[src/rtl/pwm_pkg.sv]
// pwm_pkg: shared types, defaults and period helper for the PWM generator
package pwm_pkg;
  localparam int PWM_R_DEFAULT = 4;
  typedef logic [PWM_R_DEFAULT-1:0] duty_t;
  function automatic int pwm_period(input int r, input int prescale);
    return prescale * (1 << r);
  endfunction
endpackage

[src/rtl/pwm_tick_gen.sv]
// pwm_tick_gen: one-clock tick every PRESCALE clocks (i_clk, i_rst async high -> o_tick)
module pwm_tick_gen
  import pwm_pkg::*;
#(
  parameter int PRESCALE = 1
) (
  input  logic i_clk,
  input  logic i_rst,
  output logic o_tick
);
  localparam int W = PRESCALE > 1 ? $clog2(PRESCALE) : 1;
  logic [W-1:0] cnt_q, cnt_d;
  logic tick;
  always_comb begin
    tick  = cnt_q == W'(PRESCALE - 1);
    cnt_d = tick ? '0 : cnt_q + W'(1);
  end
  always_ff @(posedge i_clk or posedge i_rst)
    if (i_rst) cnt_q <= '0;
    else cnt_q <= cnt_d;
  assign o_tick = tick;
endmodule

[src/rtl/pwm_gen.sv]
// pwm_gen: R-bit PWM with double-buffered duty (i_clk, i_rst async high, i_w duty -> o_q, o_test_duty_count)
module pwm_gen
  import pwm_pkg::*;
#(
  parameter int R        = PWM_R_DEFAULT,
  parameter int PRESCALE = 1
) (
  input  logic         i_clk,
  input  logic         i_rst,
  input  logic [R-1:0] i_w,
  output logic         o_q,
  output logic [R-1:0] o_test_duty_count
);
  logic         tick;
  logic [R-1:0] cnt_q, cnt_d, duty_q, duty_d;
  logic         q_q, q_d;
  pwm_tick_gen #(.PRESCALE(PRESCALE)) u_tick (
    .i_clk (i_clk),
    .i_rst (i_rst),
    .o_tick(tick)
  );
  // Duty is captured only on the wrapping tick; the output compares against
  // next-state values so it lines up with cnt/duty with no added latency.
  always_comb begin
    cnt_d  = tick ? cnt_q + R'(1) : cnt_q;
    duty_d = (tick && cnt_q == '1) ? i_w : duty_q;
    q_d    = cnt_d < duty_d;
  end
  always_ff @(posedge i_clk or posedge i_rst)
    if (i_rst) begin
      cnt_q  <= '0;
      duty_q <= '0;
      q_q    <= 1'b0;
    end else begin
      cnt_q  <= cnt_d;
      duty_q <= duty_d;
      q_q    <= q_d;
    end
  assign o_q               = q_q;
  assign o_test_duty_count = cnt_q;
endmodule

[config.mk]
export PLATFORM = sky130hd
export DESIGN_NAME = pwm_gen
export DESIGN_NICKNAME = d
export VERILOG_FILES = /design/src/rtl/pwm_pkg.sv /design/src/rtl/pwm_tick_gen.sv /design/src/rtl/pwm_gen.sv
export SDC_FILE = /design/constraint.sdc
export NUM_CORES = 1
export LEC_CHECK = 0
export CAP_MARGIN = 20
export CORE_AREA = 2 2 39 41
export CTS_CLUSTER_DIAMETER = 120
export DETAILED_ROUTE_END_ITERATION = 10
export DIE_AREA = 0 0 41 43
export PLACE_DENSITY_LB_ADDON = 0.1
export SYNTH_ARGS = -nofsm -noshare
export SYNTH_HDL_FRONTEND = slang
export SYNTH_SLANG_ARGS = --single-unit
[constraint.sdc]
create_clock -name i_clk -period 3.05 [get_ports i_clk]
set_clock_uncertainty 0.2 [all_clocks]
set_input_delay 0.305 -clock i_clk [delete_from_list [all_inputs] [get_ports i_clk]]
set_output_delay 0.305 -clock i_clk [all_outputs]
set_load 0.05 [all_outputs]
==> impl_summary.log <==
INFO  metric synth-edff-count = 0
INFO  metric criticalPathCategory = flip-flop to flip-flop
INFO  metric power.ir.vdd_worst = 0.159 mV
INFO  metric postCtsHoldBufs = 0
INFO  metric globalRoute.totalOverflow = 0
INFO  metric clock_tree.buffer_depth = 2
INFO  metric post_cts.resized_instances = 0
INFO  metric route.detailed.drc = 0
INFO  metric antenna_cells_inserted = 0
INFO  metric drt_pre_antenna_iters = 4
INFO  metric post-cts-setup-buffer-count = 0
INFO  metric slew_headroom = 66.8%
INFO  metric fin_cells = 62
INFO  metric final_cell_area = 561 um2
INFO  metric arrival = 2120 ps
INFO  metric layout_area_overhead = 35.3%
INFO  metric clock_insertion_delay_worst_skew = 260 ps
INFO  metric grt_start_max_net_pins = 10
INFO  metric dieArea = 0.00176 mm2
INFO  metric drt-initial-drc-count = 3
INFO  metric setup_violations = 0
INFO  metric worst_hold_path_type = input pin to async pin
INFO  metric gpl.final_weighted_congestion = 0.705
INFO  metric synth_ff_type = sky130_fd_sc_hd__dfrtp_1
INFO  metric clock_sinks = 9
INFO  metric crit_path_max_fanout = 5
INFO  metric initial_utilization = 29.9%
INFO  metric final_net_count = 57
INFO  metric post-route-util = 40.5%
INFO  metric cap_viol_max_count = 0
INFO  metric totalNegativeSetupSlack = 0 ps
INFO  metric status = finished, final reports clean
INFO  metric end_kind = flip-flop
INFO  metric rsz0062_at_grt = no
INFO  metric final_period_minus_worst_setup_slack = 2110 ps
INFO  metric routed-via-count = 263
INFO  metric grt_antenna_before_repair = 0
INFO  metric drtAntennaViolNets = 0
INFO  metric cts.clk_slew.worst_paths = 60 ps
INFO  metric layout_worst_path_cycle_share = 69.3%
INFO  metric fillers = 130
INFO  metric tightestPinTransition = 496 ps
INFO  metric pwr_density_cell = 424 mW/mm2
INFO  metric htree_num_levels = 1
INFO  metric root_buffer = sky130_fd_sc_hd__clkbuf_4
INFO  metric layout-drive-gt1-share = 13.0%
INFO  metric synth_fp_nets = 42
INFO  metric yosysWarningCount = 0
INFO  metric cts_tree = yes
INFO  metric detailed_place.area = 534 um2
INFO  metric cts_inserted_buffers = 3
INFO  metric netlist-cell-type-count = 15
INFO  metric cellLeakagePower = 0.000287 uW
INFO  metric core_area = 0.00138 mm2
INFO  metric finalHoldViolations = 0
INFO  metric wire_length_of_the_first_global_routing_pass = 1.12 mm
INFO  metric detail_route.vias_per_cell = 4.24
INFO  metric async_reset_ff_share = 100%
INFO  metric most_common_cell_after_layout_fill_and_taps_aside = sky130_fd_sc_hd__clkdlybuf4s50_1
INFO  metric synthesis.area_per_instance = 12.9 um2
INFO  metric syn_inst_count = 32
INFO  metric drv_slew = 0
INFO  metric synth.yosys.seq_area_share = 54.4%
INFO  metric maxClockFrequency = 473 MHz
INFO  metric hpwlAfterDp = 536 um
INFO  metric synth.ff_latch_count = 9
INFO  metric groute.usage.overall = 10.9%
INFO  metric placed_cells = 58
INFO  metric detail_route.wl_per_cell = 11.9 um
INFO  metric number_of_core_rows = 14
INFO  metric die_height = 43 um
INFO  metric synth.cell_area = 414 um2
INFO  metric first_global_vias = 264
INFO  metric io_pins = 11
INFO  metric port-buffer-count = 10
INFO  metric cp.required = 3060 ps
INFO  metric mostFrequentLayoutCells = sky130_fd_sc_hd__clkdlybuf4s50_1 (10), sky130_fd_sc_hd__dfrtp_1 (9), sky130_fd_sc_hd__inv_1 (6), sky130_fd_sc_hd__ha_1 (4), sky130_fd_sc_hd__clkbuf_4 (3)
INFO  metric detail_route.wirelength = 736 um
INFO  metric crit_path_start_kind = flip-flop
INFO  metric power = 238 uW
INFO  metric dieWidth = 41 um
Yosys cell counts (2+ instances only):
library cell	n	area, um2
sky130_fd_sc_hd__dfrtp_1	9	225
sky130_fd_sc_hd__mux2i_1	2	20.0
sky130_fd_sc_hd__ha_1	4	50.1
sky130_fd_sc_hd__inv_1	6	22.5
cells by family after synthesis:
| logic type | count (synthesis) | share of synthesized area, % |
|---|---|---|
| buffers and inverters | 6 | 5.44 |
| AND/OR/NAND/NOR | 4 | 7.25 |
| adder cells (fa/ha/maj) | 4 | 12.1 |
| multiplexers | 4 | 11.2 |
| XOR/XNOR | 2 | 4.23 |
| AO/OA/AOI/OAI | 3 | 5.44 |
| flip-flops | 9 | 54.4 |
critical path, cell delays in order, from the launching register on:
cell	delay [ps]
sky130_fd_sc_hd__dfrtp_1	430
sky130_fd_sc_hd__ha_1	280
sky130_fd_sc_hd__nand3_4	110
sky130_fd_sc_hd__mux2_2	360
sky130_fd_sc_hd__inv_1	60
sky130_fd_sc_hd__ha_1	220
sky130_fd_sc_hd__a21oi_1	170
sky130_fd_sc_hd__o21a_1	140
sky130_fd_sc_hd__a41o_1	90
worst paths after layout:
path	cells past startpoint	slack, ps	from	endpoint
worst max-delay path	8	940	o_test_duty_count[0]$_DFF_PP0_	o_q$_DFF_PP0_
worst min-delay path	2	90	i_rst	o_q$_DFF_PP0_
worst max register to register	8	940	o_test_duty_count[0]$_DFF_PP0_	o_q$_DFF_PP0_
worst min register to register	1	300	duty_q[0]$_DFF_PP0_	duty_q[0]$_DFF_PP0_
max in group asynchronous	2	2290	i_rst	o_test_duty_count[1]$_DFF_PP0_
min in group i_clk	1	300	duty_q[0]$_DFF_PP0_	duty_q[0]$_DFF_PP0_
report_power, final:
group | internal (uW) | total, uW | switching, uW | leakage (uW)
logic | 10.7 | 19.5 | 8.80 | 0.000164
registers | 123 | 124 | 0.948 | 0.000108
clock network | 50.6 | 94.9 | 44.3 | 0.0000150
per-stage QoR:
stage / hold WS [ps] / setup slack [ps]
6_report: 94.3 / 936
2_1_floorplan: -67.1 / 691
3_5_place_dp: 279 / 926
5_1_grt: 144 / 851
3_3_place_gp: 276 / 970
4_1_cts: 104 / 919
per-layer routing:
metal  share of wire (%)  GRT usage (%)
met1                  42           11.0
met4                 4.9           12.0
met2                  48           14.7
met5                   0              0
met3                 4.2           4.71
area by class of cell:
class	count	area (um2)	area share, %
multi-input cells	17	166	29.7
well taps	16	20.0	3.57
inverters	6	22.5	4.02
clock buffers	4	26.3	4.69
flip-flops and latches	9	225	40.2
repair buffers	10	100	17.9
registers in the layout, indices dropped and copies added (netlist names):
register           flops
duty_q                 4
o_q                    1
o_test_duty_count      4
No activity file was read; power rests on OpenSTA's default activity.
